$ cat src/rtl/pdm_cic_decimator.sv
// PDM microphone front end: generates the microphone clock, synchronizes the
// 1-bit PDM stream, and decimates it with a 4-stage CIC (N=4, M=1, R=2^DECIM_LOG2)
// into signed Q15 samples. Each output sample comes with a single-cycle valid pulse.
module pdm_cic_decimator #(
  parameter int CLK_DIV    = 4,
  parameter int DECIM_LOG2 = 6
) (
  input  logic               clk,
  input  logic               reset_n,
  input  logic               pdm_data_in,
  output logic               pdm_clk_out,
  output logic signed [15:0] sample_out,
  output logic               sample_valid
);

  localparam int ACC_W    = 4*DECIM_LOG2 + 2;
  localparam int SHIFT    = 4*DECIM_LOG2 - 15;
  localparam int DIV_W    = $clog2(CLK_DIV);
  localparam int N_STAGES = 4;

  localparam logic [DIV_W-1:0] DIV_LAST = DIV_W'(CLK_DIV - 1);
  localparam logic [2:0]       WARMUP   = 3'd4;

  typedef logic signed [ACC_W-1:0] acc_t;

  localparam acc_t SAT_HI = acc_t'(32767);
  localparam acc_t SAT_LO = acc_t'(-32768);

  // Clock generation
  logic [DIV_W-1:0] r_div_cnt;
  logic             r_pdm_clk;
  logic             w_pdm_tick;

  // Input synchronizer; r_sync[1] is the bit that is safe to use
  logic [1:0] r_sync;
  acc_t       w_x;

  // Integrator cascade
  acc_t r_integ      [N_STAGES];
  acc_t w_integ_next [N_STAGES];

  // Decimation
  logic [DECIM_LOG2-1:0] r_dec_cnt;
  logic                  w_capture;

  // Comb pipeline
  acc_t r_comb      [N_STAGES];
  acc_t r_dly       [N_STAGES];
  logic r_comb_vld  [N_STAGES];
  acc_t w_stage_in  [N_STAGES];
  logic w_stage_vld [N_STAGES];

  // Scale and warm-up
  acc_t              w_shifted;
  logic signed [15:0] w_sat;
  logic [2:0]        r_warm_cnt;

  // Half-period counter; pdm clock toggles on the cycle after each wrap
  always_ff @(posedge clk or negedge reset_n) begin
    // NOTE: every clocked register uses non-blocking assignment so that all
    // flops sample the pre-edge values and simulation order cannot matter.
    if (!reset_n) begin
      r_div_cnt <= '0;
      r_pdm_clk <= 1'b0;
    end else if (r_div_cnt == DIV_LAST) begin
      r_div_cnt <= '0;
      r_pdm_clk <= ~r_pdm_clk;
    end else begin
      r_div_cnt <= r_div_cnt + DIV_W'(1);
    end
  end

  // Sample strobe in the last clk of each high phase, just before the falling edge
  assign w_pdm_tick  = r_pdm_clk && (r_div_cnt == DIV_LAST);
  assign pdm_clk_out = r_pdm_clk;

  // Two-flop synchronizer for the asynchronous microphone data
  always_ff @(posedge clk or negedge reset_n) begin
    if (!reset_n) r_sync <= '0;
    else          r_sync <= {r_sync[0], pdm_data_in};
  end

  // Map the synchronized bit to +1 / -1
  assign w_x = r_sync[1] ? acc_t'(1) : acc_t'(-1);

  // Integrator cascade: each stage adds the freshly updated upstream value
  always_comb begin
    acc_t v_sum;
    v_sum = w_x;
    for (int k = 0; k < N_STAGES; k++) begin
      v_sum           = r_integ[k] + v_sum;
      w_integ_next[k] = v_sum;
    end
  end

  // Integrators advance only on pdm ticks; wrap-around is intended
  always_ff @(posedge clk or negedge reset_n) begin
    // NOTE: these arrays are real state with a defined start-up value, so they
    // are cleared in reset; a storage RAM would not need (or allow) this.
    if (!reset_n) begin
      for (int k = 0; k < N_STAGES; k++) r_integ[k] <= '0;
    end else if (w_pdm_tick) begin
      for (int k = 0; k < N_STAGES; k++) r_integ[k] <= w_integ_next[k];
    end
  end

  // Decimation counter; the R-th tick hands I4 to the comb pipeline
  always_ff @(posedge clk or negedge reset_n) begin
    if (!reset_n)        r_dec_cnt <= '0;
    else if (w_pdm_tick) r_dec_cnt <= r_dec_cnt + DECIM_LOG2'(1);
  end

  assign w_capture = w_pdm_tick && (&r_dec_cnt);

  // Comb stage inputs: stage 0 takes the post-update I4, later stages chain
  always_comb begin
    w_stage_in[0]  = w_integ_next[N_STAGES-1];
    w_stage_vld[0] = w_capture;
    for (int k = 1; k < N_STAGES; k++) begin
      w_stage_in[k]  = r_comb[k-1];
      w_stage_vld[k] = r_comb_vld[k-1];
    end
  end

  // Comb stages: difference against the previous decimated input, one clk each
  always_ff @(posedge clk or negedge reset_n) begin
    if (!reset_n) begin
      for (int k = 0; k < N_STAGES; k++) begin
        r_comb[k]     <= '0;
        r_dly[k]      <= '0;
        r_comb_vld[k] <= 1'b0;
      end
    end else begin
      for (int k = 0; k < N_STAGES; k++) begin
        r_comb_vld[k] <= w_stage_vld[k];
        if (w_stage_vld[k]) begin
          r_comb[k] <= w_stage_in[k] - r_dly[k];
          r_dly[k]  <= w_stage_in[k];
        end
      end
    end
  end

  // Scale the full-gain CIC result down to Q15 with saturation
  assign w_shifted = r_comb[N_STAGES-1] >>> SHIFT;

  // Clamp to the 16-bit range; +full scale lands one LSB above 32767
  always_comb begin
    // NOTE: the default assignment first guarantees every path drives w_sat,
    // so no latch is inferred.
    w_sat = w_shifted[15:0];
    if (w_shifted > SAT_HI)      w_sat = 16'sh7FFF;
    else if (w_shifted < SAT_LO) w_sat = 16'sh8000;
  end

  // Output register; the first four results only advance the warm-up count
  always_ff @(posedge clk or negedge reset_n) begin
    if (!reset_n) begin
      r_warm_cnt   <= '0;
      sample_valid <= 1'b0;
      sample_out   <= '0;
    end else begin
      sample_valid <= 1'b0;
      if (r_comb_vld[N_STAGES-1]) begin
        if (r_warm_cnt != WARMUP) begin
          r_warm_cnt <= r_warm_cnt + 3'd1;
        end else begin
          sample_valid <= 1'b1;
          sample_out   <= w_sat;
        end
      end
    end
  end

endmodule

$ cat config.mk
export PLATFORM = sky130hd
export DESIGN_NAME = pdm_cic_decimator
export DESIGN_NICKNAME = d
export VERILOG_FILES = /design/src/rtl/pdm_cic_decimator.sv
export SDC_FILE = /design/constraint.sdc
export NUM_CORES = 1
export LEC_CHECK = 0
export CELL_PAD_IN_SITES_DETAIL_PLACEMENT = 0
export CELL_PAD_IN_SITES_GLOBAL_PLACEMENT = 1
export CORE_MARGIN = 2
export CORE_UTILIZATION = 45
export CTS_CLUSTER_DIAMETER = 50
export DETAILED_ROUTE_END_ITERATION = 8
export PLACE_DENSITY_LB_ADDON = 0.1
export SYNTH_ARGS = -nofsm -noshare
export SYNTH_HDL_FRONTEND = slang
export SYNTH_SLANG_ARGS = --single-unit
$ cat constraint.sdc
create_clock -name clk -period 9.5 [get_ports clk]
set_input_delay 0.95 -clock clk [delete_from_list [all_inputs] [get_ports clk]]
set_output_delay 0.95 -clock clk [all_outputs]
set_load 0.02 [all_outputs]
==> summary.md <==
| Metric | Value |
|---|---|
| Total negative slack | 0 ns |
| Die Span X | 224 microns |
| Final setup fails | 0 |
| Mapped Avg Cell Area | 8.79 sq um |
| ANT nets after route | 0 |
| F_max | about 0.11 GHz |
| Most common flop cell mapped by yosys | dfrtp_1 |
| Drc violations | 0 |
| Sequential share of the synthesized area | 0.389 |
| Path type of the worst setup path | reg2reg |
| Cell Area, Placed | 22,600 sq um |
| Crit path arrival time | 9.15 ns |
| Die height | 224 microns |
| Layout area overhead | 12.8% |
| Min-delay worst type | in2async |
| Post-synth ARST share | 1.00 |
| Period utilisation layout | 0.916 |
| Most frequent cell after synthesis | nand2_1 |
| Top post-synthesis cells by count | 497 x nand2_1, 338 x dfrtp_1, 236 x o21ai_0 |
| Crit path time final | around 8.7 ns |
| Yosys top cell area share | 0.389 |
| Headroom to the max-slew limit | 0.334 |
| Post-route cell area | 24,500 sq um |
| Yosys reg bits | approximately 340 |
| Crit-path max cell delay | 0.47 ns |
| Pre-antenna DRT Iters | 5 |
| Final GP Congestion | around 0.85 |
| Layout cells sized above 1 | 0.0738 |
| WP data required | around 10 ns |
| Nets | roughly 2,700 |
| Port Buffers | 20 |
| Clk root buf | clkbuf_16 |
| Crit path launch type | register |
| Post-synth net total | 2,691 |
| Fin Clk Skew | 0.0165 ns |
| Area leader, netlist | dfrtp_1 |
| Synthesized netlist cell count | 2,476 |
| Vias | between 15,000 and 20,000 |
| WL/cell | 14.9 microns |
| IO Count | 21 |
| Ys Warns | 0 |
| CP max FO | 7 |
| # hold bufs at CTS | 0 |
| ANT cells | 0 |
| Initial antenna violation count | 0 |
| RSZ-0062 raised after global routing | false |
| Gr usage total | 0.196 |
| Mapped Area | 21,800 sq um |
| Gr ovfl total | 0 |
| Max Transition Viols Final | 0 |
| First-pass GRT wire length | a little over 80 mm |
| Die area | around 50,000 sq um |
| Number of synthesized flops with an enable pin | 0 |
| Dominant cells by area after synthesis | dfrtp_1 39%, ha_1 12%, nand2_1 8.6%, o21ai_0 5.4%, xnor2_1 4.2% |
| Outcome | finished clean |
| Setup crit end kind | register |
| Detailed router's first-iteration violation count | 861 |
| Clock Pin Slew Worst Setup and Hold Paths | 0.06 ns |
| Core area | 47,700 sq um |
| Std-Cell Rows | 80 |
| CTS H-Tree Depth | 2 |
| Effective utilization at floorplan | 0.456 |
| Post-layout util | 0.514 |
| Vias/cell | 5.31 |
| Post-synthesis cell type count | 75 |
| TritonCTS clock tree | built |
| Max Cap Viol | 0 |
| Largest net degree at the start of global routing | slightly above 80 |
| Detailed Route WL | 47.0 mm |
| Fin cells | 3,149 |
| Vias in the first global route | 17,039 |
| Clk_lat worst skew | between 0.5 and 0.6 ns |
| Number of hold violations in the final report | 0 |
| CTS buffer count | 51 |
| # placed instances | a little over 3,000 |
| CTS Buffer Depth | 3 |
| Post-DP HPWL | 33.5 mm |
| Clock Sinks | 338 |
| Fillers | 4,434 |
| Worst-margin pin slew | 0.996 ns |
| Slowest CP cell | fa_1 |
-- stage by stage --
step	setup WS [ns]	hold slack, ns
after global routing	0.119	0.398
after CTS	0.624	0.354
final	0.802	0.354
after global placement	0.923	0.414
after detailed placement	0.694	0.436
after floorplan	1.56	0.331
-- per-layer routing --
layer  vias up  global-route usage  wire, microns
li1       8600                   -              -
met3        99              0.0273           1230
met4         0              0.0720           1420
met5         -                   0              0
met2       170               0.357          23500
met1      7846               0.233          20900
-- cells in the final DEF (no fill, tap or decap), types with 24 or more instances in the layout --
| cell | netlist | final |
|---|---|---|
| o21ai_0 | 236 | 236 |
| clkbuf_16 | 0 | 53 |
| dfrtp_1 | 338 | 335 |
| nor3_1 | 39 | 39 |
| nor2_1 | 111 | 111 |
| xnor2_1 | 104 | 104 |
| o21a_1 | 28 | 28 |
| xor2_1 | 51 | 51 |
| nand2_1 | 497 | 496 |
| inv_1 | 182 | 182 |
| nor2b_1 | 24 | 24 |
| mux2_2 | 58 | 58 |
| a21o_1 | 88 | 88 |
| ha_1 | 205 | 205 |
| a21oi_1 | 127 | 126 |
-- final cells by class --
cell class	instances	area (sq um)	share of cell area
Tap cell	615	769	0.0314
Clock buffer	69	1480	0.0602
Sequential cell	338	8460	0.345
Inverter	183	687	0.0280
Multi-Input combinational cell	1885	12400	0.504
Timing Repair Buffer	34	310	0.0127
Clock inverter	25	453	0.0185
-- cell families (layout without fill, tap and decap cells) --
group           Yosys count  count (layout)  synth area share
simple gates            789             789             0.155
buf+inv                 253             311            0.0437
flops                   338             338             0.389
compound gates          667             667             0.192
xor+xnor                158             158            0.0653
mux                      59              59            0.0305
fa+ha+maj               212             212             0.124
-- sequential cells by signal, summed over array words and instances, names as in the netlist, 2 cells and up --
signal      count
r_dec_cnt       6
r_comb         95
sample_out     16
r_div_cnt       2
r_dly         104
r_warm_cnt      3
r_integ       104
r_comb_vld      4
r_sync          2
-- repair_timing --
action / in CTS / in global routing
setup buffers: 0 / 0
endpoints found under the setup margin: 0 / 1
resized for setup: 0 / 3
-- worst max-delay path, delay by kind of cell (launching register included) --
kind	cells	cell delay, ns
flip-flops	1	0.36
buffers and inverters	1	0.12
XOR/XNOR	5	0.96
adder cells (fa/ha/maj)	5	1.90
AND/OR/NAND/NOR	7	1.35
AO/OA/AOI/OAI	19	3.86
-- worst paths after layout --
check	slack (ns)	depth (start not counted)	endpoint	startpoint
setup / recovery	0.80	37	r_comb[103]	r_sync[1]
hold / removal	0.35	1	r_dly[30]	reset_n
setup reg to reg	0.80	37	r_comb[103]	r_sync[1]
hold reg to reg	0.44	1	r_div_cnt[0]	r_div_cnt[0]
max in group asynchronous	7.73	2	r_integ[47]	reset_n
min in group clk	0.44	1	r_div_cnt[0]	r_div_cnt[0]
Power is not shown: default switching activity piles up to over one toggle a cycle in this logic, so the estimate is an artifact.
